### src/rtl/pc_stack_unit.sv
// pc_stack_unit
// Program-counter sequencer with a hardware return-address stack.
// Each cycle it drives the fetch address and picks exactly one action,
// in priority ret > call > jump > increment. Stack overflow or underflow
// parks the unit in HALT with a sticky fault code until reset.
//
// Ports:
//   clk         rising-edge clock
//   reset       asynchronous, active-high reset
//   stall       hold all state this cycle
//   jump        load jump_addr
//   call        push return address, load jump_addr
//   ret         pop stack top into instr_addr
//   jump_addr   target for jump/call
//   instr_addr  current fetch address (registered)
//   sp          number of valid stack entries
//   top         stack[sp-1], 0 when the stack is empty
//   halted      1 while in HALT
//   fault       00 none, 01 overflow, 10 underflow (sticky)
module pc_stack_unit #(
  parameter int              ADDR_W     = 16,
  parameter int              DEPTH      = 8,
  parameter logic [ADDR_W-1:0] RESET_ADDR = '0,
  localparam int             SP_W       = $clog2(DEPTH + 1)
) (
  input  logic              clk,
  input  logic              reset,
  input  logic              stall,
  input  logic              jump,
  input  logic              call,
  input  logic              ret,
  input  logic [ADDR_W-1:0] jump_addr,
  output logic [ADDR_W-1:0] instr_addr,
  output logic [SP_W-1:0]   sp,
  output logic [ADDR_W-1:0] top,
  output logic              halted,
  output logic [1:0]        fault
);

  typedef enum logic {
    RUN  = 1'b0,
    HALT = 1'b1
  } state_t;

  localparam logic [1:0]      FAULT_NONE  = 2'b00;
  localparam logic [1:0]      FAULT_OVER  = 2'b01;
  localparam logic [1:0]      FAULT_UNDER = 2'b10;
  localparam logic [SP_W-1:0] SP_FULL     = SP_W'(DEPTH);

  state_t            state;
  logic [ADDR_W-1:0] stack_mem [DEPTH];
  logic [ADDR_W-1:0] next_seq;
  logic              stack_full;
  logic              stack_empty;
  logic              active;
  logic              push_en;

  assign next_seq    = instr_addr + ADDR_W'(1);
  assign stack_full  = (sp == SP_FULL);
  assign stack_empty = (sp == '0);
  assign active      = (state == RUN) && !stall && !reset;

  // A push happens only when call wins arbitration (no ret) and there is room.
  assign push_en = active && !ret && call && !stack_full;

  // Top-of-stack is decoded from registers only: select the entry whose
  // index is sp-1, or zero when nothing has been pushed.
  always_comb begin
    top = '0;
    for (int i = 0; i < DEPTH; i++) begin
      if (sp == SP_W'(i + 1)) top = stack_mem[i];
    end
  end

  // Stack storage is not reset; sp alone defines which entries are valid.
  always_ff @(posedge clk) begin
    for (int i = 0; i < DEPTH; i++) begin
      if (push_en && (sp == SP_W'(i))) stack_mem[i] <= next_seq;
    end
  end

  // Control FSM: RUN arbitrates one action per unstalled edge, HALT holds
  // everything until reset. Fault detection only happens in an active cycle.
  always_ff @(posedge clk or posedge reset) begin
    if (reset) begin
      state      <= RUN;
      instr_addr <= RESET_ADDR;
      sp         <= '0;
      halted     <= 1'b0;
      fault      <= FAULT_NONE;
    end else begin
      case (state)
        RUN: begin
          if (!stall) begin
            if (ret) begin
              if (stack_empty) begin
                state  <= HALT;
                halted <= 1'b1;
                fault  <= FAULT_UNDER;
              end else begin
                instr_addr <= top;
                sp         <= sp - SP_W'(1);
              end
            end else if (call) begin
              if (stack_full) begin
                state  <= HALT;
                halted <= 1'b1;
                fault  <= FAULT_OVER;
              end else begin
                instr_addr <= jump_addr;
                sp         <= sp + SP_W'(1);
              end
            end else if (jump) begin
              instr_addr <= jump_addr;
            end else begin
              instr_addr <= next_seq;
            end
          end
        end
        HALT: begin
          halted <= 1'b1;
        end
        default: begin
          state <= HALT;
        end
      endcase
    end
  end

endmodule

### config.mk
export PLATFORM = sky130hd
export DESIGN_NAME = pc_stack_unit
export DESIGN_NICKNAME = d
export VERILOG_FILES = /design/src/rtl/pc_stack_unit.sv
export SDC_FILE = /design/constraint.sdc
export NUM_CORES = 1
export LEC_CHECK = 0
export BUFFER_PORTS_ARGS = -buffer_cell sky130_fd_sc_hd__buf_2
export CORE_MARGIN = 5
export CORE_UTILIZATION = 30
export CTS_CLUSTER_DIAMETER = 200
export DETAILED_ROUTE_END_ITERATION = 12
export PLACE_DENSITY = 0.46
export SLEW_MARGIN = 10
export SYNTH_ARGS = -nofsm -noshare
export SYNTH_HDL_FRONTEND = slang
export SYNTH_SLANG_ARGS = --single-unit
export TNS_END_PERCENT = 1
### constraint.sdc
create_clock -name clk -period 8.3 [get_ports clk]
set_clock_uncertainty 0.15 [all_clocks]
set_input_delay 0 -clock clk [delete_from_list [all_inputs] [get_ports clk]]
set_output_delay 0 -clock clk [all_outputs]
set_load 0.05 [all_outputs]
Word level (Yosys, flattened, before mapping)
Memory sizes are Yosys's and may differ from the RTL's.
Cells that the tools add are included.
- input port bits: 22
- memory bits (writable): 128
- output and inout port bits: 39
- flip-flop bits (word level): 24
- memories kept: 1
- bitwise operators: 2
- eq/ne operators: 16
- add/subtract/negate cells: 3
- muxes and demuxes: 70
- reduce and logical (&&, ||, !) cells: 31
- memory list (memory ; depth ; bits a word ; read ports ; clocked after memory_dff ; wr ports ; line ; RTL):
    stack_mem ; 8 ; 16 ; 8 ; 0 ; 1 ; 51 ; logic [ADDR_W-1:0] stack_mem [DEPTH];
- operator list (operator ; count):
    2-to-1 mux 16 bit ; 20
    OR reduction 16 bit ; 7
    2-to-1 mux 1 bit ; 34
    2-to-1 mux 3 bit ; 7
    adder 16 x 1 -> 16 bit, second input constant ; 1
    == test 4 x 3 -> 1 bit, second input constant ; 4
    2-to-1 mux 4 bit ; 4
    logical AND 1 bit ; 13
    inequality test 3 bit, second input constant ; 4
    AND reduction 5 bit ; 2
    == test 4 x 2 -> 1 bit, second input constant ; 2
    2-to-1 mux 2 bit ; 4
    AND reduction 4 bit ; 2
    inequality test 2 bit, second input constant ; 3
    adder 4 x 1 -> 4 bit, second input constant ; 1
    == test 4 x 1 -> 1 bit, second input constant ; 1
    == test 4 bit, second input constant ; 1
    logical NOT 1 bit ; 4
    logical NOT 4 bit ; 1
    nonzero test 2 bit ; 2
    subtractor 4 x 1 -> 4 bit, second input constant ; 1
    inequality test 2 x 1 -> 1 bit, second input constant ; 1
    NOT 1 bit ; 2
    case mux 1 bit (2 select lines) ; 1

Logic depth before layout (Yosys ltp)
Gate-level depths: netlist of the first run.
- depth in word-level cells: 17
- mapped depth: 10
- gate-level depth less buffers: 7

Worst setup path before layout of the first run
OpenSTA, ideal clock, no wires.
- kind: flip-flop to flip-flop
- from: register sp[0]
- to: memory stack_mem[7][0], in the netlist stack_mem[1][48], enable pin
- required time: 7719 ps
- arrival time: 3229 ps
- clock period less this slack: 3809 ps
- stages on the path, launching flop included: 8
- buffers on the path: 2
- setup time: 431 ps
- setup slack: 4491 ps
- cell sequence: dfrtp_1 -> inv_1 -> ha_1 -> buf_2 -> nand2b_1 -> nor2_1 -> clkbuf_1 -> nor4_1
- longest elaborated chain between the ends: 14
- ends and longest elaborated chain (element ; line ; RTL):
    from (decl) ; 34 ; output logic [SP_W-1:0] sp,
    from (signal assigned) ; 102 ; sp <= sp - SP_W'(1);
    from (signal assigned) ; 111 ; sp <= sp + SP_W'(1);
    == test 4 bit ; 59 ; assign stack_full = (sp == SP_FULL);
    logical NOT 1 bit ; 64 ; assign push_en = active && !ret && call && !stack_full;
    logical AND 1 bit ; 64 ;
    logical AND 1 bit ; 78 ; if (push_en && (sp == SP_W'(i))) stack_mem[i] <= next_seq;
    2-to-1 mux 1 bit ; 78 ;
    2-to-1 mux 1 bit (not written as such) ; 78 ;
    OR reduction 16 bit (no line) ; - ;
    2-to-1 mux 3 bit (no line) or 2-to-1 mux 1 bit (tied branches) (7 in a row) ; - ;
    to (decl) ; 51 ;
Parallel ways exist; a longest one is shown, timed or not.

Worst setup path after layout of the first run
- from: register sp[0]
- to: output port top[9]
- longest elaborated chain between the ends: 9
- ends and longest elaborated chain (element ; line ; RTL):
    == test 4 x 1 -> 1 bit ; 71 ; if (sp == SP_W'(i + 1)) top = stack_mem[i];
    2-to-1 mux 16 bit (7 in a row) ; 71 ;
    2-to-1 mux 16 bit (*) ; 71 ;
    to (decl) ; 35 ; output logic [ADDR_W-1:0] top,
Mark *: on every way between the ends. The rest lies on a longest branch, timed or not.

==> results of run 1 <==
==> metrics by stage <==
step | hold slack [ns] | setup slack (ns) | cell area (sq um)
finish | -0.0114 | 4.82 | 8180
detailed placement | -0.0589 | 5.18 | 7480
global route | 0.0348 | 4.58 | 8180
global placement | -0.0675 | 5.27 | 7480
CTS | 0.0103 | 4.77 | 8180
floorplan | -0.127 | 4.49 | 6910
==> worst paths after layout <==
check / end / slack [ns] / cells after the start
worst min register to register: halted$_DFFE_PP0P_ / 0.31 / 1
worst max register to register: instr_addr[7]$_DFFE_PP0P_ / 5.16 / 7
worst max-delay path: top[9] / 4.82 / 8
max in group asynchronous: state$_DFF_PP0_ / 7.69 / 4
min in group asynchronous: sp[0]$_DFFE_PP0P_ / 0.04 / 4
worst min-delay path: instr_addr[3]$_DFFE_PP0P_ / -0.01 / 5
==> final cells by class <==
| type | count | share of cell area |
|---|---|---|
| tap | 285 | 0.0436 |
| sequential | 152 | 0.543 |
| inverter | 13 | 0.00596 |
| clock inverter | 15 | 0.0144 |
| timing repair buffer | 86 | 0.0654 |
| multi-input combinational | 340 | 0.276 |
| clock buffer | 17 | 0.0520 |
==> power by group <==
part / switching (mW) / internal, mW / leakage (nW)
Combinational: 1.20 / 0.412 / 1.09
Clock: 0.328 / 0.388 / 0.256
Sequential: 0.107 / 0.993 / 1.43
Total: 1.64 / 1.79 / 2.78
==> cell families (layout without fill, tap and decap cells) <==
family	count (synthesis)	after routing
and+or+nand+nor	166	166
DFF	152	152
AOI/OAI and AO/OA	146	146
buffers and inverters	47	131
xor gates and xnor gates	18	18
adders and majority gates	5	5
muxes	5	5
==> per-layer routing <==
layer / global-route usage / vias to the layer above / routed length (um) / share of wire
met5: 0 / - / 0 / 0
met4: 0.0546 / 0 / 468 / 0.023
met3: 0.0302 / 30 / 776 / 0.038
met2: 0.251 / 128 / 9800 / 0.48
met1: 0.211 / 2422 / 9190 / 0.45
li1: - / 2245 / - / -
==> sequential cells by signal, summed over array words and instances, names as in the netlist <==
signal and cells:
instr_addr 16, halted 1, stack_mem 128, sp 4
state 1, fault 2
==> worst reg2reg max path: cells and delay by family, from the launching register on <==
family | cells | cell delay, ns
and+or+nand+nor | 2 | 0.86
AOI/OAI and AO/OA | 3 | 0.86
adders and majority gates | 1 | 0.51
DFF | 1 | 0.45
buffers and inverters | 1 | 0.15
==> placed cells by master, fill, tap and decap left out, types with 6 or more instances in the layout <==
cell / n
edfxtp_1: 128
buf_2: 60
nor2_1: 42
nand2_1: 35
o21ai_0: 29
dfrtp_1: 24
a221oi_1: 22
clkbuf_16: 17
dlygate4sd3_1: 16
a21oi_1: 14
nor3_1: 14
inv_1: 12
xnor2_1: 11
nand3_1: 11
buf_4: 10
a221o_1: 9
nand2b_1: 8
o211ai_1: 8
nand3b_1: 7
a31oi_1: 7
xor2_1: 7
and2_1: 6
==> impl_metrics.env, run 1 <==
export IMPL_outcome="finished, violations left"
export IMPL_violations="hold timing"
export IMPL_synthArstFlopShare=0.158
export IMPL_num_antenna_cells=0
export IMPL_yosysUniqueCellTypes=71
export IMPL_finalSetupTns_ns=0
export IMPL_crit_chain="inv_1 -> ha_1 -> nand2b_1 -> nor2_1 -> buf_4 -> nand2_1 -> o21ai_1 -> buf_2"
export IMPL_synth_common_cells="edfxtp_1 (128), nor2_1 (43), nand2_1 (35)"
export IMPL_cts_setup_buffers=0
export IMPL_irDropWorstVdd_mv=0.255
export IMPL_final_core_utilization=0.361
export IMPL_dpl_hpwl_mm=13.9
export IMPL_syn_nets=566
export IMPL_syn_inst=539
export IMPL_muxShareOfSynthArea=0.00761
export IMPL_coreArea_sq_mm=0.0226
export IMPL_grt_max_degree=31
export IMPL_achievable_frequency_mhz=287
export IMPL_cts_hold_buffers=16
export IMPL_drt_iter0_markers=287
export IMPL_cp_max_fo=19
export IMPL_synthFlopType="edfxtp_1"
export IMPL_fin_cells=908
export IMPL_io_pins=61
export IMPL_max_cap_violations=0
export IMPL_crit_arrival_ns=3.33
export IMPL_leakagePower_nw=2.78
export IMPL_synth_compound_area_share=0.158
export IMPL_via_per_inst=5.31
export IMPL_cp_top_family="simple AND/OR/NAND/NOR gates"
export IMPL_worst_hold_slack_ns=-0.0114
export IMPL_grt_first_pass_wirelength_mm=30.6
export IMPL_dieHeight_um=162
export IMPL_synth_edf_count=128
export IMPL_synthTopCellsByArea="edfxtp_1 (56%), dfrtp_1 (8.7%), a221oi_1 (2.8%), nor2_1 (2.3%), o21ai_0 (2.1%)"
export IMPL_max_stage_delay_ns=0.51
export IMPL_synth_adder_area_share=0.00906
export IMPL_nets=637
export IMPL_tightest_slew_ns=1.14
export IMPL_cts_tree="yes"
export IMPL_hold_path_startpoint="jump"
export IMPL_io_buffers=60
export IMPL_gr_usage_all_layers=0.156
export IMPL_grt_overflow=0
export IMPL_slowest_stage="ha_1"
export IMPL_worst_setup_path_start_kind="register"
export IMPL_maxSlewHeadroom=0.239
export IMPL_synth_top_family_by_area="compound AO/OA/AOI/OAI gates"
export IMPL_post_cts_resized=0
export IMPL_crit_path_start="sp[0]$_DFFE_PP0P_"
export IMPL_synth_top_area_cell="edfxtp_1"
export IMPL_yosys_area_top_type_share=0.557
export IMPL_worst_path_buf_inv=3
export IMPL_placed_cells=860
export IMPL_grt_pass1_vias=4874
export IMPL_ys_seq_area_frac=0.644
export IMPL_max_clock_path_buffers=2
export IMPL_htree_levels=4
export IMPL_path_class="reg2out"
export IMPL_clock_sinks=152
export IMPL_hold_class="in2reg"
export IMPL_synth_most_common_cell="edfxtp_1"
export IMPL_total_power_mw=3.43
export IMPL_avgSynthCellArea_sq_um=12.8
export IMPL_routedWlPerCell_um=22.3
export IMPL_final_period_utilization=0.420
export IMPL_final_layout_size_suffix_gt1_frac=0.196
export IMPL_reg2reg_from="sp[0]$_DFFE_PP0P_"
export IMPL_fill_cells=2199
export IMPL_antenna_found_initial=0
export IMPL_syn2layout_area_growth_pct=18.5
export IMPL_vias=4825
export IMPL_die_w_um=162
export IMPL_cts_root_buf="clkbuf_16"
export IMPL_drtPass1Iterations=5
export IMPL_end_kind="output port"
export IMPL_clock_latency_ns=0.42
export IMPL_clkTransAtPathRegs_ns=0.07
export IMPL_fin_crit_ns=3.48
export IMPL_synth_simple_area_share=0.126
export IMPL_p_per_area_mw_per_mm2=419
export IMPL_cts_buffers=17
export IMPL_setup_viol=0
export IMPL_dieArea_sq_mm=0.0262
export IMPL_synth_xor_area_frac=0.0228
export IMPL_antenna_left=0
export IMPL_drc=0
export IMPL_synth_seq_cells=152
export IMPL_seq_area_sq_mm=0.00444
export IMPL_rows=55
export IMPL_drv_slew=0
export IMPL_start_util=0.305
export IMPL_rsz0062_at_grt="false"
export IMPL_gp_congestion=0.858
export IMPL_hold_viol_final=2
export IMPL_multi_input_area_sq_mm=0.00225
export IMPL_critical_path_required_ns=8.15
export IMPL_synth_area_sq_mm=0.00691
export IMPL_ys_warn_count=0
export IMPL_routed_wl_mm=20.2
(Power assumes the default switching activity.)
==> run 2, diff against run 1 <==
--- a/config.mk
+++ b/config.mk
@@ -5,6 +5,7 @@
 export SDC_FILE = /design/constraint.sdc
 export NUM_CORES = 1
 export LEC_CHECK = 0
+export ABC_AREA = 1
 export BUFFER_PORTS_ARGS = -buffer_cell sky130_fd_sc_hd__buf_2
 export CORE_MARGIN = 5
 export CORE_UTILIZATION = 30
==> constraint.sdc (replaced) <==
create_clock -name clk -period 3.6 [get_ports clk]
set_clock_uncertainty 0.15 [all_clocks]
set_input_delay 0 -clock clk [delete_from_list [all_inputs] [get_ports clk]]
set_output_delay 0 -clock clk [all_outputs]
set_load 0.05 [all_outputs]
==> impl_metrics.env, run 2 <==
export IMPL_outcome="finished, final reports clean"
export IMPL_vias=5182
export IMPL_path_class="reg2out"
export IMPL_io_buffers=60
export IMPL_gr_usage_all_layers=0.144
export IMPL_setup_viol=0
export IMPL_synth_seq_cells=152
export IMPL_die_w_um=164
export IMPL_grt_max_degree=38
export IMPL_synth_top_area_cell="edfxtp_1"
export IMPL_drc=0
export IMPL_max_clock_path_buffers=2
export IMPL_htree_levels=4
export IMPL_clock_sinks=152
export IMPL_synthTopCellsByArea="edfxtp_1 (54%), nand2_1 (13%), dfrtp_1 (8.4%), inv_1 (3.9%), nor2_1 (3.6%)"
export IMPL_fin_crit_ns=3.09
export IMPL_hold_viol_final=0
export IMPL_hold_class="in2reg"
export IMPL_final_layout_size_suffix_gt1_frac=0.154
export IMPL_synth_area_sq_mm=0.00715
export IMPL_worst_hold_slack_ns=0.0251
export IMPL_drv_slew=0
export IMPL_seqPwrFrac=0.316
export IMPL_end_kind="output port"
export IMPL_final_cell_mix="nand2_1 (248), edfxtp_1 (128), inv_1 (75)"
export IMPL_synth_common_cells="nand2_1 (248), edfxtp_1 (128), inv_1 (75)"
export IMPL_syn2layout_area_growth_pct=22.0
export IMPL_rows=56
export IMPL_final_design_area_no_fill_sq_mm=0.00872
export IMPL_antenna_left=0
export IMPL_fill_cells=2357
export IMPL_maxSlewHeadroom=0.286
export IMPL_multi_input_area_sq_mm=0.00226
export IMPL_post_cts_resized=0
export IMPL_routedWlPerCell_um=15.8
export IMPL_final_period_utilization=0.858
export IMPL_syn_nets=777
export IMPL_rsz0062_at_grt="false"
export IMPL_netSwitchingFraction=0.460
export IMPL_p_per_area_mw_per_mm2=907
export IMPL_grt_overflow=0
export IMPL_cts_root_buf="clkbuf_16"
export IMPL_ys_seq_area_frac=0.622
export IMPL_dpl_hpwl_mm=12.6
export IMPL_grt_pass1_vias=5184
export IMPL_antenna_found_initial=0
export IMPL_drt_iter0_markers=371
export IMPL_clockPowerShare=0.236
export IMPL_ys_warn_count=0
export IMPL_synthArstFlopShare=0.158
export IMPL_coreArea_sq_mm=0.0235
export IMPL_cts_hold_buffers=20
export IMPL_leakagePower_nw=3.64
export IMPL_num_antenna_cells=0
export IMPL_synth_most_common_cell="nand2_1"
export IMPL_worst_setup_path_start_kind="register"
export IMPL_yosys_area_top_type_share=0.538
export IMPL_gp_congestion=0.801
export IMPL_via_per_inst=4.41
export IMPL_seq_area_sq_mm=0.00444
export IMPL_irDropWorstVdd_mv=0.804
export IMPL_final_common_cell="nand2_1"
export IMPL_synth_edf_count=128
export IMPL_finalSetupTns_ns=0
export IMPL_dieArea_sq_mm=0.0270
export IMPL_avgSynthCellArea_sq_um=9.53
export IMPL_clock_latency_ns=0.42
export IMPL_clkTransAtPathRegs_ns=0.06
export IMPL_grt_first_pass_wirelength_mm=29.7
export IMPL_power_frac_comb=0.448
export IMPL_reg_top3="stack_mem (128), instr_addr (16), sp (4)"
export IMPL_crit_arrival_ns=2.94
export IMPL_io_pins=61
export IMPL_start_util=0.304
export IMPL_cp_max_fo=20
export IMPL_max_cap_violations=0
export IMPL_largest_register="stack_mem"
export IMPL_largest_register_ffs=128
export IMPL_syn_inst=750
export IMPL_dieHeight_um=164
export IMPL_yosysUniqueCellTypes=34
export IMPL_critical_path_required_ns=3.45
export IMPL_cts_setup_buffers=0
export IMPL_cts_buffers=17
export IMPL_cts_tree="yes"
export IMPL_p_sw_mw=3.64
export IMPL_internal_power_mw=4.27
export IMPL_drtPass1Iterations=8
export IMPL_tightest_slew_ns=1.07
export IMPL_synthFlopType="edfxtp_1"
export IMPL_total_power_mw=7.90
export IMPL_nets=870
export IMPL_routed_wl_mm=18.5
export IMPL_achievable_frequency_mhz=324
export IMPL_placed_cell_area_sq_mm=0.00788
-- run 2: worst max-delay path, cell delays in order (launching register included) --
cell and delay [ns]:
dfrtp_1 0.45, inv_1 0.14, ha_1 0.31, nand3_1 0.39
buf_4 0.37, o21ai_0 0.12, nand3b_1 0.16, nand2_1 0.08
nand2_1 0.06, nand2_1 0.08, nand2_1 0.09, buf_2 0.27
-- run 2: worst paths after layout --
kind | startpoint | endpoint | slack [ns] | cells past startpoint
max | sp[1]$_DFFE_PP0P_ | top[11] | 0.51 | 11
min | jump | instr_addr[1]$_DFFE_PP0P_ | 0.03 | 7
max reg2reg | sp[1]$_DFFE_PP0P_ | instr_addr[15]$_DFFE_PP0P_ | 0.89 | 12
min reg2reg | halted$_DFFE_PP0P_ | halted$_DFFE_PP0P_ | 0.33 | 1
max in group asynchronous | reset | instr_addr[8]$_DFFE_PP0P_ | 2.39 | 3
min in group asynchronous | reset | sp[0]$_DFFE_PP0P_ | 0.26 | 3
-- run 2: cells by family (layout without fill, tap and decap cells) --
group | after synthesis | count (layout) | synth area share
XOR/XNOR | 16 | 16 | 0.0196
adder cells (fa/ha/maj) | 5 | 5 | 0.00876
AO/OA/AOI/OAI | 65 | 65 | 0.0469
buffers and inverters | 108 | 214 | 0.0632
AND/OR/NAND/NOR | 404 | 404 | 0.240
flip-flops | 152 | 152 | 0.622
-- run 2: layout make-up --
cell class / instances / area share
clock inverters: 6 / 0.00488
inverters: 80 / 0.0350
flip-flops and latches: 152 / 0.510
multi-input cells: 490 / 0.260
repair buffers: 102 / 0.0764
well taps: 319 / 0.0458
clock buffers: 26 / 0.0683
-- run 2: power by group through the flow --
stage	logic [mW]	registers, mW	clock network (mW)
finish	3.54	2.50	1.87
detailed placement	3.58	2.54	0
global placement	3.57	2.54	0
floorplan	2.12	2.89	0
global route	3.89	2.52	1.98
CTS	3.60	2.50	1.90
-- run 2: per-layer routing --
metal / GRT usage / routed length, um / up-vias
li1: - / - / 2630
met1: 0.201 / 9100 / 2418
met2: 0.229 / 8630 / 116
met3: 0.0274 / 564 / 18
met4: 0.0431 / 242 / 0
met5: 0 / 0 / -
-- run 2: metrics by stage --
stage	setup slack [ns]	utilization	instances
5_1_grt	0.257	0.371	1175
6_report	0.512	0.371	1175
3_3_place_gp	0.867	0.336	1123
4_1_cts	0.470	0.371	1175
2_1_floorplan	0.623	-	750
3_5_place_dp	0.870	0.336	1123
